==> src/rtl/wb_master_seq.sv <==
`default_nettype none
// ============================================================================
// Module   : wb_master_seq
// Purpose  : Wishbone classic initiator. Accepts one read/write command on a
//            valid/ready request port, runs exactly one WB cycle for it, and
//            returns read data plus a timeout status on a valid/ready
//            response port. One command is outstanding at a time.
// Ports    : clk, rst_n             - clock, async active-low reset
//            req_val/req_rdy        - command handshake
//            req_we/adr/sel/dat     - command fields
//            rsp_val/rsp_rdy        - response handshake
//            rsp_dat/rsp_err        - read data (0 for writes) / timeout flag
//            wbm_*                  - Wishbone classic initiator port
//            busy                   - high whenever the FSM is not idle
// Revision : 1.0 - initial release
// ============================================================================
module wb_master_seq #(
    parameter int TIMEOUT = 255,
    parameter int CNT_W   = 8
) (
    input  logic        clk,
    input  logic        rst_n,
    input  logic        req_val,
    output logic        req_rdy,
    input  logic        req_we,
    input  logic [31:0] req_adr,
    input  logic [3:0]  req_sel,
    input  logic [31:0] req_dat,
    output logic        rsp_val,
    input  logic        rsp_rdy,
    output logic [31:0] rsp_dat,
    output logic        rsp_err,
    output logic        wbm_cyc_o,
    output logic        wbm_stb_o,
    output logic        wbm_we_o,
    output logic [3:0]  wbm_sel_o,
    output logic [31:0] wbm_adr_o,
    output logic [31:0] wbm_dat_o,
    input  logic        wbm_ack_i,
    input  logic [31:0] wbm_dat_i,
    output logic        busy
);

    typedef enum logic [1:0] {
        ST_IDLE = 2'd0,
        ST_BUS  = 2'd1,
        ST_RESP = 2'd2
    } state_t;

    // Counter value on the last permitted bus cycle before abort.
    localparam logic [CNT_W-1:0] C_CNT_LAST = CNT_W'(TIMEOUT - 1);

    state_t            state_q, state_d;
    logic              cyc_q, cyc_d;
    logic              we_q, we_d;
    logic [3:0]        sel_q, sel_d;
    logic [31:0]       adr_q, adr_d;
    logic [31:0]       dat_q, dat_d;
    logic [CNT_W-1:0]  cnt_q, cnt_d;
    logic [31:0]       rsp_dat_q, rsp_dat_d;
    logic              rsp_err_q, rsp_err_d;
    logic              timeout_hit;

    assign timeout_hit = (TIMEOUT != 0) && (cnt_q == C_CNT_LAST);

    always_comb begin
        state_d   = state_q;
        cyc_d     = cyc_q;
        we_d      = we_q;
        sel_d     = sel_q;
        adr_d     = adr_q;
        dat_d     = dat_q;
        cnt_d     = cnt_q;
        rsp_dat_d = rsp_dat_q;
        rsp_err_d = rsp_err_q;

        case (state_q)
            ST_IDLE: begin
                if (req_val) begin
                    we_d    = req_we;
                    sel_d   = req_sel;
                    adr_d   = req_adr;
                    dat_d   = req_dat;
                    cyc_d   = 1'b1;
                    cnt_d   = '0;
                    state_d = ST_BUS;
                end
            end
            ST_BUS: begin
                cnt_d = cnt_q + CNT_W'(1);
                // Ack is tested first so it wins over a coincident timeout.
                if (wbm_ack_i) begin
                    cyc_d     = 1'b0;
                    rsp_dat_d = we_q ? 32'h0 : wbm_dat_i;
                    rsp_err_d = 1'b0;
                    state_d   = ST_RESP;
                end else if (timeout_hit) begin
                    cyc_d     = 1'b0;
                    rsp_dat_d = 32'hFFFF_FFFF;
                    rsp_err_d = 1'b1;
                    state_d   = ST_RESP;
                end
            end
            ST_RESP: begin
                // Going back to IDLE first guarantees no accept in this cycle.
                if (rsp_rdy) begin
                    state_d = ST_IDLE;
                end
            end
            default: begin
                cyc_d   = 1'b0;
                state_d = ST_IDLE;
            end
        endcase
    end

    always_ff @(posedge clk or negedge rst_n) begin
        if (!rst_n) begin
            state_q   <= ST_IDLE;
            cyc_q     <= 1'b0;
            we_q      <= 1'b0;
            sel_q     <= 4'h0;
            adr_q     <= 32'h0;
            dat_q     <= 32'h0;
            cnt_q     <= '0;
            rsp_dat_q <= 32'h0;
            rsp_err_q <= 1'b0;
        end else begin
            state_q   <= state_d;
            cyc_q     <= cyc_d;
            we_q      <= we_d;
            sel_q     <= sel_d;
            adr_q     <= adr_d;
            dat_q     <= dat_d;
            cnt_q     <= cnt_d;
            rsp_dat_q <= rsp_dat_d;
            rsp_err_q <= rsp_err_d;
        end
    end

    assign req_rdy   = (state_q == ST_IDLE);
    assign rsp_val   = (state_q == ST_RESP);
    assign busy      = (state_q != ST_IDLE);
    assign rsp_dat   = rsp_dat_q;
    assign rsp_err   = rsp_err_q;
    assign wbm_cyc_o = cyc_q;
    assign wbm_stb_o = cyc_q;
    assign wbm_we_o  = we_q;
    assign wbm_sel_o = sel_q;
    assign wbm_adr_o = adr_q;
    assign wbm_dat_o = dat_q;

endmodule
`default_nettype wire

==> config.mk <==
export PLATFORM = sky130hd
export DESIGN_NAME = wb_master_seq
export DESIGN_NICKNAME = d
export VERILOG_FILES = /design/src/rtl/wb_master_seq.sv
export SDC_FILE = /design/constraint.sdc
export NUM_CORES = 1
export LEC_CHECK = 0
export CORE_MARGIN = 3
export CORE_UTILIZATION = 25
export CTS_BUF_LIST = sky130_fd_sc_hd__clkbuf_4 sky130_fd_sc_hd__clkbuf_8
export DETAILED_ROUTE_END_ITERATION = 8
export GPL_TIMING_DRIVEN = 0
export SLEW_MARGIN = 20
export SYNTH_ARGS = -nofsm -noshare
export SYNTH_HDL_FRONTEND = slang
export SYNTH_SLANG_ARGS = --single-unit
==> constraint.sdc <==
create_clock -name clk -period 2.1 [get_ports clk]
set_input_delay 0.21 -clock clk [delete_from_list [all_inputs] [get_ports clk]]
set_output_delay 0.21 -clock clk [all_outputs]
set_load 0.02 [all_outputs]
**After elaboration in Yosys (flattened, before gate mapping)**

Index checks and enable logic that the tools add are counted.

- Bits in registers: 113
- Bits of input ports: 106
- Output and inout port bits: 107

- $add $sub $neg: 1
- Equality and inequality tests: 6
- Muxes and demuxes: 16
- Bitwise logic cells: 1
- Reductions and logical operators: 9

Operators with widths:

| cell | number |
|---|---|
| $mux 32 | 3 |
| $pmux 8 s2 | 1 |
| $add 8x1->8 const B | 1 |
| $eq 8x8->1 const B | 1 |
| $mux 2 | 4 |
| $mux 8 | 1 |
| $pmux 2 s3 | 1 |
| $reduce_and 2->1 | 3 |
| $reduce_and 3->1 | 2 |
| $reduce_bool 2->1 | 3 |
| $mux 1 | 5 |
| $ne 3x3->1 const B | 1 |
| $pmux 1 s3 | 1 |
| $eq 2x1->1 const B | 1 |
| $eq 2x2->1 const B | 1 |
| $logic_not 2->1 | 1 |
| $ne 2x1->1 const B | 1 |
| $ne 2x2->1 const B | 1 |
| $not 1->1 | 1 |

**Depth between registers and ports, before layout**

- Depth in word-level cells: 4
- Mapped depth: 7
- Gate-level depth less buffers: 5

**Worst setup path before layout**

No wires, ideal clock.

- Path type: flip-flop to flip-flop
- From: register cnt_q[0]
- To: register rsp_dat_q[10], in the netlist rsp_dat[10]
- Arrival time: 1.399 ns
- Data required time: 1.981 ns
- Slack: 0.583 ns
- Cell stages (with the launch flop): 8
- Clock period less this slack: 1.517 ns
- Path through: dfrtp_1 inv_1 ha_1 and3_1 a21o_1 buf_2 buf_2 o21a_1

- Cells in the longest elaborated chain, start to end: 3

RTL lines:

| element | RTL line | text |
|---|---|---|
| from (decl) | 59 | `logic [CNT_W-1:0] cnt_q, cnt_d;` |
| from (signal assigned) | 135 | `cnt_q <= cnt_d;` |
| $eq 8x8->1 | 64 | `assign timeout_hit = (TIMEOUT != 0) && (cnt_q == C_CNT_LAST);` |
| $reduce_bool 2->1 (no source line) | -- |  |
| $reduce_and 2->1 (no source line) | -- |  |
| to (signal assigned) | 136 | `rsp_dat_q <= rsp_dat_d;` |
| to (decl) | 60 | `logic [31:0] rsp_dat_q, rsp_dat_d;` |

No other way between the ends.
A chain may end at the register's enable or synchronous reset.

**Worst setup path in the final report**

- From: register state_q[1]
- To: output busy

- Cells in the longest elaborated chain, start to end: 1

RTL lines:

| element | RTL line | text |
|---|---|---|
| from (decl) | 53 | `state_t state_q, state_d;` |
| from (signal assigned) | 129 | `state_q <= state_d;` |
| $reduce_bool 2->1 | 143 | `assign busy = (state_q != ST_IDLE);` |
| to (decl) | 41 | `output logic busy` |

No other way between the ends.

==> results.cfg <==
[status]
status = completed

[setup_path]
rr_worst_depth = 7
cp_data_required_time_ns = 1.89
r2r_slack_ns = 0.40
start_kind = register
startpoint = state_q[1]
arrival_ns = 1.74
worstSetupEndpointType = primary output
r2r_end = rsp_dat[28]
crit_type = reg -> out
cp-endpoint = busy
r2r_start = cnt_q[0]
critical_path.max_fanout = 9

[clock_network]
root_buffer = clkbuf_8
clkTransAtPathRegs_ns = 0.07
numCtsBuffers = 17
clkLatencyLatePin_ns = 0.43
clock_path_buffers = 2
htree_levels = 4
tritoncts = built
cts_sinks = 113

[place]
io_buffers = 212
dp_hpwl_um = 10100
gp_congestion = 0.744
post_dp_cell_area_um2 = 7300

[layout]
finalNetCount = 840
layout_commonest_cell = nand2_1
area_delta_synth_final_pct = 60.5
final_util = 0.411
drive_gt1_frac = 0.0698
finalInstanceArea_um2 = 7750
antenna_cells = 0
final_cell_mix = nand2_1 (213), clkdlybuf4s50_1 (209), dfrtp_1 (113)

[synthesis]
ys_warn_count = 0
yosys.area_share.simple = 0.230
ys_seq_elements = 113
yosys.area_share.adder = 0.00518
synth_top_family_by_area = simple AND/OR/NAND/NOR gates
yosysSeqAreaShare = 0.586
synth_xor_xnor_area_share = 0
synth_top_area_share = 0.586
synth_mux_area_frac = 0.00415
synth.distinct_cells = 34
yosysTopAreaCell = dfrtp_1
synth.area.top_cells = dfrtp_1 (59%), nand2_1 (17%), o22a_1 (5.8%), o21a_1 (5.0%), nor2b_1 (4.3%)
synth_nets = 607
synth_area_um2 = 4830
synth_compound_area_frac = 0.133
syn_inst = 499
avgSynthCellArea_um2 = 9.68

[timing]
setup_viol = 0
fin_skew_ns = 0.00592
holdWs_ns = 0.299
hold_viol_final = 0
rsz0062_at_grt = no
fmax_mhz = 514
fin_crit_ns = 1.95
slew_headroom = 0.634
tightest_slew_ns = 0.549
maxSlewViolCount = 0
period_share = 0.927

[drt]
wire_per_inst_um = 14.3
drtPass1Iterations = 4
drtIter0Drc = 135
routed_wirelength_um = 14300
vias = 4174
routed_via_density = 4.15
ant_nets = 0
route.detailed.drc = 0

[floorplanning]
fp-row-count = 50
die-area_um2 = 21000
die_w_um = 145
die_height_um = 145
core_area_um2 = 18800
start_util = 0.256
top_level_ports = 213

[global_route]
antenna_found_initial = 0
first_global_vias = 4341
grt_usage = 0.139
grt_max_degree = 60
grt_pass1_wl_um = 23600
grt_overflow_total = 0

[job]
max-cap-violations = 0

[pwr]
leakage_uw = 0.00356
power_density_nw_per_um2 = 1550
vdd_drop_max_mv = 0.594

[min_path]
hp-class = in -> async
==> per-stage QoR <==
| step | power, uW | setup TNS, ns | std cells | setup WS [ns] |
|---|---|---|---|---|
| final | 12000 | 0 | 1005 | 0.154 |
| after global routing | 12900 | 0 | 1005 | 0.0325 |
| after CTS | 12200 | 0 | 1005 | 0.0526 |
| after detailed placement | 9940 | -0.0318 | 972 | -0.0310 |
| after global placement | 9870 | -449.89 | 971 | -3.99 |
| after floorplan | 7060 | 0 | 499 | 0.583 |
==> cells in the mapped netlist <==
master and number:
nand2_1 213, dfrtp_1 113, nor2b_1 33, o21a_1 32, o22a_1 32, clkbuf_1 16
buf_2 10, buf_6 6, inv_1 5, o21ai_0 5, nand3_1 3, a21o_1 2
a21oi_1 2, a31oi_1 2, and3_1 2, ha_1 2, mux2i_1 2, nand3b_1 2
nor2_1 2, a22o_1 1, a41oi_1 1, and2_1 1, and4_1 1, buf_4 1
nand2b_1 1, nand4_1 1, nor3_1 1, nor3b_2 1, o211ai_1 1, o311ai_1 1
o31ai_1 1, o32ai_1 1, o41ai_1 1, or3b_1 1
==> layer usage <==
metal  vias up  global-route usage  wire [um]
li1       2087                   -          -
met1      1940               0.174       6350
met2       129               0.216       6510
met3        18              0.0671       1280
met4         0              0.0394        189
met5         -                   0          0
==> worst max-delay path, cell delays in order, from the launching register on <==
cell and delay, ns:
dfrtp_1 0.35, buf_2 0.17, nor2_1 0.18, inv_1 0.06
clkdlybuf4s50_1 0.54
==> worst min-delay path by stage <==
| stage | depth (start not counted) | from | endpoint | slack (ns) |
|---|---|---|---|---|
| finish | 2 | rst_n | rsp_dat[24] | 0.30 |
| global route | 3 | req_dat[11] | wbm_dat_o[11] | 0.27 |
| CTS | 3 | req_adr[14] | wbm_adr_o[14] | 0.25 |
| detailed placement | 1 | rst_n | rsp_dat[24] | 0.23 |
| global placement | 2 | wbm_adr_o[25] | wbm_adr_o[25] | 0.46 |
| floorplan | 0 | rst_n | cnt_q[0] | -0.09 |
==> report_power, final <==
group	total (uW)	switching (uW)	internal (uW)
sequential	3760	601	3150
combinational	6070	3150	2910
clock	2190	906	1290
total	12000	4660	7350
==> sequential cells by signal, summed over array words and instances, names as in the netlist <==
| name | cells |
|---|---|
| rsp_dat | 32 |
| wbm_adr_o | 32 |
| wbm_dat_o | 32 |
| cnt_q | 8 |
| wbm_sel_o | 4 |
| state_q | 2 |
| rsp_err | 1 |
| wbm_cyc_o | 1 |
| wbm_we_o | 1 |
==> repair_timing <==
| item | 4_1_cts | 5_1_grt |
|---|---|---|
| hold buffers | 1 | 0 |
| hold endpoints to repair | 54 | 0 |
| gates resized for setup | 0 | 3 |
| setup buffers | 0 | 0 |
| endpoints found under the setup margin | 0 | 3 |
==> area by class of cell <==
type,instances,area [um2]
Buffer,33,185
Sequential cell,113,2830
Clock buffer,22,290
Inverter,5,18.8
Fill cell,1875,11100
Tap cell,260,325
Multi-Input combinational cell,348,1800
Clock inverter,10,133
Timing Repair Buffer,214,2170
==> kinds of logic (layout without fill, tap and decap cells) <==
group                      Yosys count  count (layout)
adders and majority gates            2               2
AOI/OAI and AO/OA                   82              82
muxes                                2               2
and+or+nand+nor                    262             262
buffers and inverters               38             284
DFF                                113             113
Power figures use the tool's default switching activity.
==> RTL edit: new RTL, same settings <==
The 3 states of `state_t` get a one-hot encoding in 3 bits.
--- a/src/rtl/wb_master_seq.sv
+++ b/src/rtl/wb_master_seq.sv
@@ -41,10 +41,10 @@
     output logic        busy
 );
 
-    typedef enum logic [1:0] {
-        ST_IDLE = 2'd0,
-        ST_BUS  = 2'd1,
-        ST_RESP = 2'd2
+    typedef enum logic [2:0] {
+        ST_IDLE = 3'b001,
+        ST_BUS  = 3'b010,
+        ST_RESP = 3'b100
     } state_t;
 
     // Counter value on the last permitted bus cycle before abort.
Check against the original RTL: same outputs for any inputs over 10 cycles, from zero or initial values and one cycle with rst_n low; not proved beyond that.
==> RTL edit against the original RTL <==
  * Total power down 7.4%
  * Synthesized area up 1.3%
  * Clock skew up 0.0012 ns
  * Hold slack worse by 0.014 ns
  * Wire length up 1.1%
  * Setup slack worse by 0.033 ns
  * Sequential power down 2%
  * Cell area up 0.19%
  * Sequential cell count up 1
  * Critical path type unchanged
  * Largest cell class unchanged
  * Highest routed layer unchanged
==> RTL edit: results (changes against the original RTL) <==
outcome: finished, final reports clean
clock latency on the worst-skew pair: 0.44 ns
syn nets: 610 (+0.49%)
synth unique cells: 34 (unchanged)
fraction of layout cells with a size suffix above 1: 7.114% (+0.13 points)
Avg Inst Size Synth: 9.743 um2 (+0.69%)
register area share after synthesis: 58.35% (-0.21 points)
CTS buffer count: 17 (unchanged)
htree depth: 4 (unchanged)
Max-slew headroom: 63.66% (+0.26 points)
final net count: 843 (+0.36%)
initial antenna violation count: 0 (unchanged)
vias in the first global route: 4261 (-1.8%)
GPL Wtd Cong: 0.7152 (-3.8%)
Clock Path Buffers: 2 (unchanged)
first-pass GRT wire length: 23400 um (-0.94%)
placed cell count: 975 (+0.31%)
crit path DAT: 1.77 ns (+0.03 ns)
TritonRoute pass-1 iters: 4 (unchanged)
gr usage total: 13.88% (-0.062 points)
Synth warnings: 0 (unchanged)
Vias per Instance: 4.219 (+1.6%)
Reg clk slew, reported paths: 0.06 ns
post-route insts no fill: 1005 (unchanged)
Synth area leaders: dfrtp_1, nand2_1, o22a_1
hpwl dp: 10270 um (+1.9%)
delay-heaviest family, CP: buffers and inverters
Post-CTS Setup Inserts: 0 (unchanged)
Final Slew Violations: 0 (unchanged)
Iteration-0 DRC Markers: 108 (-20%)
Synth top cells by count: nand2_1, dfrtp_1, o22a_1
leakage power: 3.560 nW (about the same)
Slowest-stage cell, CP: clkdlybuf4s50_1
worst clock skew: 0.007096 ns (+0.001173 ns)
CP Max Fanout: 8 (-1)
post-synthesis async set-or-reset flop share: 100.0% (unchanged)
ys flop type: dfrtp_1
Max VDD drop: 649.6 uV (+9.3%)
# diodes: 0 (unchanged)
crit-path max cell delay: 0.62 ns (+0.08 ns)
worst min path class: input port to asynchronous set/reset pin
total wire length: 14480 um (+1.1%)
root buffer cell: clkbuf_8
IO buf count: 212 (unchanged)
cell area after placement: 0.007367 mm2 (+0.86%)
largest net degree at the start of global routing: 63 (+5.0%)
pre-CTS setup slack: -0.02154 ns (+0.009504 ns)
RTL edit: cell type report:
cell class / instances / area [um2]
multi-input cells: 351 / 1861
repair buffers: 214 / 2162
clock buffers: 25 / 337.8
plain buffers: 34 / 165.2
clock inverters: 4 / 47.55
inverters: 3 / 11.26
well taps: 260 / 325.3
flip-flops and latches: 114 / 2854
fillers: 1897 / 11190
RTL edit: repair_timing:
item	4_1_cts	5_1_grt
resized for setup	1	1
hold endpoints to repair	52	0
hold buffers	1	0
endpoints found under the setup margin	1	1
RTL edit: report_power, final:
part           internal [mW]  switching (mW)  leakage, nW
Combinational           2.57            2.83         1.90
Clock                   1.15           0.887        0.199
Sequential              3.10           0.593         1.46
Total                   6.81            4.31         3.56
RTL edit: path summary, 6_finish.rpt:
check	start	depth (start not counted)	end	slack, ns
worst max register to register	state_q[0]	5	wbm_adr_o[14]	0.24
worst max-delay path	state_q[2]	3	busy	0.12
worst min register to register	cnt_q[7]	1	cnt_q[7]	0.47
worst min-delay path	rst_n	2	rsp_dat[12]	0.28
min in group clk	req_sel[0]	3	wbm_sel_o[0]	0.29
max in group asynchronous	rst_n	3	state_q[0]	1.09
RTL edit: metal layers:
layer | share of wire, % | vias to the layer above | track usage, %
met5 | 0 | - | 0
met4 | 1.4 | 0 | 4.416
met3 | 8.3 | 17 | 6.633
met2 | 45 | 141 | 20.98
met1 | 45 | 1980 | 17.57
li1 | - | 2102 | -
RTL edit: cell families (layout without fill, tap and decap cells):
family                     after synthesis  in the layout  synth area share (%)
muxes                                    4              4                0.8442
AOI/OAI and AO/OA                       79             79                 13.12
adders and majority gates                2              2                0.5116
buffers and inverters                   37            280                 3.607
DFF                                    114            114                 58.35
xor gates and xnor gates                 1              1                0.1791
and+or+nand+nor                        265            265                 23.38
